### src/rtl/amp_scan_pkg.sv
// Shared types and default sizing for the amplifier scan sequencer.
package amp_scan_pkg;

    typedef enum logic [1:0] {
        ST_IDLE   = 2'd0,
        ST_SETTLE = 2'd1,
        ST_SAMPLE = 2'd2,
        ST_REPORT = 2'd3
    } state_e;

    localparam int NUM_CH_DEF   = 4;
    localparam int SETTLE_W_DEF = 8;
    localparam int ACC_W_DEF    = 4;

endpackage

### src/rtl/amp_scan_sync.sv
// Two-flop synchroniser bringing the comparator output into the clk domain.
module amp_scan_sync (
    input  logic clk,
    input  logic rst,
    input  logic d_i,
    output logic q_o
);

    logic [1:0] ff_q;

    always_ff @(posedge clk) begin
        if (rst) ff_q <= 2'b00;
        else     ff_q <= {ff_q[0], d_i};
    end

    assign q_o = ff_q[1];

endmodule

### src/rtl/amp_scan_seq.sv
// Amplifier channel scan sequencer: settle, sample comparator, report majority.
// Define AMP_SCAN_CONT_EN to wrap back to the lowest channel forever.
module amp_scan_seq
    import amp_scan_pkg::*;
#(
    parameter int NUM_CH   = NUM_CH_DEF,
    parameter int SETTLE_W = SETTLE_W_DEF,
    parameter int ACC_W    = ACC_W_DEF
) (
    input  logic                      clk,
    input  logic                      rst,
    input  logic                      start,
    input  logic                      abort,
    input  logic [NUM_CH-1:0]         ch_mask,
    input  logic [SETTLE_W-1:0]       settle_cycles,
    input  logic [ACC_W-1:0]          n_samples,
    input  logic                      cmp_in,
    input  logic                      res_ready,
    output logic                      amp_en,
    output logic [$clog2(NUM_CH)-1:0] mux_sel,
    output logic                      busy,
    output logic                      res_valid,
    output logic [$clog2(NUM_CH)-1:0] res_ch,
    output logic [ACC_W-1:0]          res_count,
    output logic                      res_bit
);

    localparam int CH_W = $clog2(NUM_CH);

    state_e              state_q, state_d;
    logic [NUM_CH-1:0]   mask_q, mask_d;
    logic [SETTLE_W-1:0] settle_q, settle_d;
    logic [SETTLE_W-1:0] scnt_q, scnt_d;
    logic [ACC_W-1:0]    nsamp_q, nsamp_d;
    logic [ACC_W-1:0]    acc_q, acc_d;
    logic [ACC_W-1:0]    idx_q, idx_d;
    logic [CH_W-1:0]     mux_q, mux_d;
    logic [CH_W-1:0]     rch_q, rch_d;
    logic [ACC_W-1:0]    rcnt_q, rcnt_d;
    logic                rbit_q, rbit_d;

    logic                cmp_s;
    logic [SETTLE_W-1:0] settle_eff;
    logic [ACC_W-1:0]    n_eff;
    logic [ACC_W-1:0]    sum;
    logic                maj;
    logic                hi_found;
    logic [CH_W-1:0]     hi_ch, lo_ch, st_ch;

    amp_scan_sync u_sync (
        .clk (clk),
        .rst (rst),
        .d_i (cmp_in),
        .q_o (cmp_s)
    );

    assign settle_eff = (settle_q == '0) ? SETTLE_W'(1) : settle_q;
    assign n_eff      = (nsamp_q == '0) ? ACC_W'(1) : nsamp_q;
    assign sum        = acc_q + ACC_W'(cmp_s);
    // Tie (2*count == n) must resolve to 0, hence strict compare.
    assign maj        = {sum, 1'b0} > {1'b0, n_eff};

    always_comb begin
        hi_found = 1'b0;
        hi_ch    = '0;
        lo_ch    = '0;
        st_ch    = '0;
        for (int i = NUM_CH - 1; i >= 0; i--) begin
            if (mask_q[i]) begin
                lo_ch = CH_W'(i);
                if (i > int'(mux_q)) begin
                    hi_found = 1'b1;
                    hi_ch    = CH_W'(i);
                end
            end
            if (ch_mask[i]) st_ch = CH_W'(i);
        end
    end

    always_comb begin
        state_d  = state_q;
        mask_d   = mask_q;
        settle_d = settle_q;
        nsamp_d  = nsamp_q;
        scnt_d   = scnt_q;
        acc_d    = acc_q;
        idx_d    = idx_q;
        mux_d    = mux_q;
        rch_d    = rch_q;
        rcnt_d   = rcnt_q;
        rbit_d   = rbit_q;
        unique case (state_q)
            ST_IDLE: begin
                if (start && (ch_mask != '0)) begin
                    mask_d   = ch_mask;
                    settle_d = settle_cycles;
                    nsamp_d  = n_samples;
                    mux_d    = st_ch;
                    scnt_d   = '0;
                    state_d  = ST_SETTLE;
                end
            end
            ST_SETTLE: begin
                if (scnt_q == settle_eff - SETTLE_W'(1)) begin
                    acc_d   = '0;
                    idx_d   = '0;
                    state_d = ST_SAMPLE;
                end else begin
                    scnt_d = scnt_q + SETTLE_W'(1);
                end
            end
            ST_SAMPLE: begin
                acc_d = sum;
                idx_d = idx_q + ACC_W'(1);
                if (idx_q == n_eff - ACC_W'(1)) begin
                    rcnt_d  = sum;
                    rbit_d  = maj;
                    rch_d   = mux_q;
                    state_d = ST_REPORT;
                end
            end
            ST_REPORT: begin
                if (res_ready) begin
                    scnt_d = '0;
                    if (hi_found) begin
                        mux_d   = hi_ch;
                        state_d = ST_SETTLE;
                    end else begin
`ifdef AMP_SCAN_CONT_EN
                        mux_d   = lo_ch;
                        state_d = ST_SETTLE;
`else
                        state_d = ST_IDLE;
`endif
                    end
                end
            end
            default: state_d = ST_IDLE;
        endcase
    end

    always_ff @(posedge clk) begin
        if (rst || abort) begin
            state_q  <= ST_IDLE;
            mask_q   <= '0;
            settle_q <= '0;
            nsamp_q  <= '0;
            scnt_q   <= '0;
            acc_q    <= '0;
            idx_q    <= '0;
            mux_q    <= '0;
            rch_q    <= '0;
            rcnt_q   <= '0;
            rbit_q   <= 1'b0;
        end else begin
            state_q  <= state_d;
            mask_q   <= mask_d;
            settle_q <= settle_d;
            nsamp_q  <= nsamp_d;
            scnt_q   <= scnt_d;
            acc_q    <= acc_d;
            idx_q    <= idx_d;
            mux_q    <= mux_d;
            rch_q    <= rch_d;
            rcnt_q   <= rcnt_d;
            rbit_q   <= rbit_d;
        end
    end

    assign amp_en    = (state_q != ST_IDLE);
    assign busy      = (state_q != ST_IDLE);
    assign res_valid = (state_q == ST_REPORT);
    assign mux_sel   = mux_q;
    assign res_ch    = rch_q;
    assign res_count = rcnt_q;
    assign res_bit   = rbit_q;

endmodule
### config.mk
export PLATFORM = sky130hd
export DESIGN_NAME = amp_scan_seq
export DESIGN_NICKNAME = d
export VERILOG_FILES = /design/src/rtl/amp_scan_pkg.sv /design/src/rtl/amp_scan_sync.sv /design/src/rtl/amp_scan_seq.sv
export SDC_FILE = /design/constraint.sdc
export NUM_CORES = 1
export LEC_CHECK = 0
export BUFFER_PORTS_ARGS = -buffer_cell sky130_fd_sc_hd__buf_2
export CAP_MARGIN = 10
export CORE_MARGIN = 5
export CORE_UTILIZATION = 35
export DETAILED_ROUTE_END_ITERATION = 6
export GPL_TIMING_DRIVEN = 0
export SLEW_MARGIN = 20
export SYNTH_ARGS = -nofsm -noshare
export SYNTH_HDL_FRONTEND = slang
export SYNTH_HIERARCHICAL = 1
export SYNTH_SLANG_ARGS = --single-unit
### constraint.sdc
create_clock -name clk -period 4.25 [get_ports clk]
set_clock_uncertainty 0.05 [all_clocks]
set_input_delay 0 -clock clk [delete_from_list [all_inputs] [get_ports clk]]
set_output_delay 0 -clock clk [all_outputs]
set_load 0.03 [all_outputs]
==> impl_metrics.py <==
metrics = {
    "run_status": {
        "status": "finished, final reports clean",
    },
    "worst_setup_path": {
        "cp-end-kind": "flop",
        "reg2reg_slack_ns": 0.74,
        "cp.arrival_ns": 3.69,
        "required_ns": 4.43,
        "critPathSlowestCell": "o41ai_2",
        "path_cells": "nor4_2 -> a21oi_1 -> ha_1 -> nor2b_1 -> or3_1 -> a31o_2 -> o41ai_2 -> and3_1 -> clkbuf_1 -> a21oi_1 -> mux2i_1",
        "crit_top_cell": "a21oi_1",
        "critPathMaxFanout": 8,
        "criticalPathCategory": "reg -> reg",
        "cpPeakStageDelay_ns": 0.58,
        "cp-start-kind": "flop",
    },
    "detailed_routing": {
        "drt_iter0_markers": 118,
        "avgViaCountPerCell": 5.07,
        "firstDrtPassIters": 4,
        "num_vias": 2236,
        "antenna_left": 0,
        "wire_per_inst_um": 13.0,
        "totalWireLength_mm": 5.74,
        "drc": 0,
    },
    "clock_tree": {
        "post-cts-setup-buffers": 0,
        "tritoncts": "built",
        "clock_sinks": 44,
        "clockBufferDepth": 2,
        "clk_pin_slew_ns": 0.09,
        "cts_resized": 0,
        "h-tree-depth": 2,
        "cts_buffers": 5,
        "cts-root-buf": "clkbuf_8",
        "clk_latency_ns": 0.30,
    },
    "min_path": {
        "hold_path_class": "in -> reg",
    },
    "sta": {
        "min_period_over_period": 0.827,
        "setup-tns-final_ns": 0,
        "max_slew_margin": 0.527,
        "rsz0062_at_grt": "false",
        "fin_crit_ns": 3.51,
        "slew_violations": 0,
        "max_freq_ghz": 0.285,
        "finalSetupViolCount": 0,
        "tightest_slew_ns": 0.710,
        "hold_viol": 0,
    },
    "synthesis": {
        "synth_nets": 318,
        "synthMuxAreaShare": 0.0852,
        "avgSynthCellArea_um2": 8.80,
        "synth_cells": 282,
        "ys_seq_area_frac": 0.355,
        "ys.flop_type": "dfxtp_1",
        "yosys.area_share.xor_xnor": 0.0414,
        "synthArstFlopShare": 0,
        "synth_cell_types": 58,
        "yosysWarnings": 6,
        "yosys-top-cells-area": "dfxtp_1 (36%), mux2i_1 (8.1%), ha_1 (7.1%), nor2_1 (4.7%), a21oi_1 (3.4%)",
        "synth_top_family_by_area": "simple AND/OR/NAND/NOR gates",
        "synth_edf_count": 0,
        "synth_fa_ha_area_frac": 0.0706,
        "synthTopCellsByCount": "dfxtp_1 (44), nor2_1 (31), mux2i_1 (20)",
        "ys_ff_latch": 44,
        "synth_area_um2": 2480,
        "yosysTopAreaCellShare": 0.355,
        "yosysMostFrequentCell": "dfxtp_1",
        "synth_compound_area_frac": 0.198,
        "synth_top_area_cell": "dfxtp_1",
        "synth_simple_gate_area_frac": 0.209,
    },
    "cells_and_area": {
        "ff_latch_area_um2": 881,
        "area_growth_syn_to_layout_pct": 23.8,
        "drive_gt1_frac": 0.157,
        "fin_cells": 441,
        "antenna_cells": 0,
        "fin_nets": 380,
        "fill_cells": 698,
        "multi_input_area_um2": 1500,
    },
    "grt": {
        "grt_pass1_vias": 2040,
        "grt_max_degree": 14,
        "grt_overflow": 0,
        "grt_pass1_wl_mm": 9.47,
        "track_usage": 0.134,
        "antenna_found_initial": 0,
    },
    "die": {
        "die_h_um": 94.2,
        "start_util": 0.363,
        "rows": 30,
        "die_w_um": 94.2,
        "core_um2": 6830,
        "dieArea_um2": 8870,
        "pin_count": 34,
    },
    "placement": {
        "io_buffers": 33,
        "dp.cells": 411,
        "gp_congestion": 0.778,
        "dp_hpwl_mm": 4.16,
    },
    "pwr": {
        "power.density_nw_per_um2": 281,
        "ir_drop_v": 0.0000994,
        "p_leak_uw": 0.00130,
    },
    "job": {
        "drv_cap": 0,
    },
}
-- cell type report --
cell class | count | share of cell area
clock buffers | 7 | 0.0248
well taps | 96 | 0.0391
plain buffers | 10 | 0.0159
repair buffers | 55 | 0.125
multi-input cells | 214 | 0.488
inverters | 14 | 0.0171
clock inverters | 1 | 0.00285
flip-flops and latches | 44 | 0.287
-- cells by family (layout without fill, tap and decap cells) --
logic type | count (synthesis) | in the layout
and+or+nand+nor | 97 | 97
AOI/OAI and AO/OA | 72 | 72
DFF | 44 | 44
buffers and inverters | 24 | 87
muxes | 21 | 21
adders and majority gates | 14 | 14
xor gates and xnor gates | 10 | 10
-- power by group --
part           internal, uW  switching (uW)
clock                   118             144
sequential              420            10.5
combinational          80.3            91.0
-- final timing paths --
check | cells past startpoint | from | endpoint
min reg2reg | 1 | u_sync/ff_q[0] | u_sync/ff_q[1]
max | 11 | settle_q[5] | acc_q[2]
max reg2reg | 11 | settle_q[5] | acc_q[2]
min | 5 | res_ready | mux_sel[0]
-- worst max-delay path: cells and delay by family (launching register included) --
family / cells / cell delay [ns]
AOI/OAI and AO/OA: 4 / 1.11
adders and majority gates: 1 / 0.29
buffers and inverters: 1 / 0.24
DFF: 1 / 0.40
muxes: 1 / 0.15
and+or+nand+nor: 4 / 1.20
-- layer usage --
layer | routed length, um | vias to the layer above | track usage
li1 | - | 1161 | -
met1 | 2910 | 1027 | 0.186
met2 | 2470 | 40 | 0.204
met3 | 277 | 8 | 0.0248
met4 | 76 | 0 | 0.0505
met5 | 0 | - | 0
-- stage by stage --
| step | hold slack, ns | util | setup WS (ns) | instance area (um2) | total power (uW) |
|---|---|---|---|---|---|
| floorplan | 0.0216 | - | 1.26 | 2480 | 553 |
| global route | 0.190 | 0.450 | 0.399 | 3070 | 918 |
| detailed placement | 0.159 | 0.405 | 0.754 | 2770 | 595 |
| finish | 0.180 | 0.450 | 0.736 | 3070 | 863 |
| CTS | 0.174 | 0.450 | 0.705 | 3070 | 876 |
| global placement | 0.156 | 0.405 | 0.793 | 2770 | 593 |
-- state kept, by name, summed over array words and instances, names as in the netlist, 2 cells and up --
register	count
scnt_q	8
settle_q	8
acc_q	4
idx_q	4
nsamp_q	4
res_count	4
mask_q	3
mux_sel	2
res_ch	2
state_q	2
u_sync/ff_q	2
-- cell usage in the layout, fill, tap and decap left out, types with 2 or more instances in the layout --
cell,netlist,layout
o21a_1,3,3
dfxtp_1,44,44
a31o_2,3,3
or2_2,4,4
buf_2,0,33
nand2b_1,6,6
a21oi_1,17,17
nand3_1,12,12
o41ai_1,3,3
o21ai_0,17,17
nor2b_1,9,9
a31oi_1,2,2
or3_1,6,6
ha_1,14,14
nand4_1,2,2
mux2i_1,20,20
a21o_1,2,2
nand2_1,8,8
o22ai_1,2,2
xor2_1,4,4
clkbuf_1,7,9
xnor2_1,5,5
o211ai_1,2,2
nor4_1,3,3
dlygate4sd3_1,0,22
nor2_1,31,31
a22o_1,4,4
clkbuf_8,0,5
a22oi_1,2,2
a211oi_1,2,2
nor3_1,5,5
inv_1,14,14
-- timing repair --
item / in CTS / in global routing
setup endpoints to repair: 0 / 0
hold buffers: 22 / 0
endpoints found under the hold margin: 19 / 0
Power figures use the tool's default switching activity.
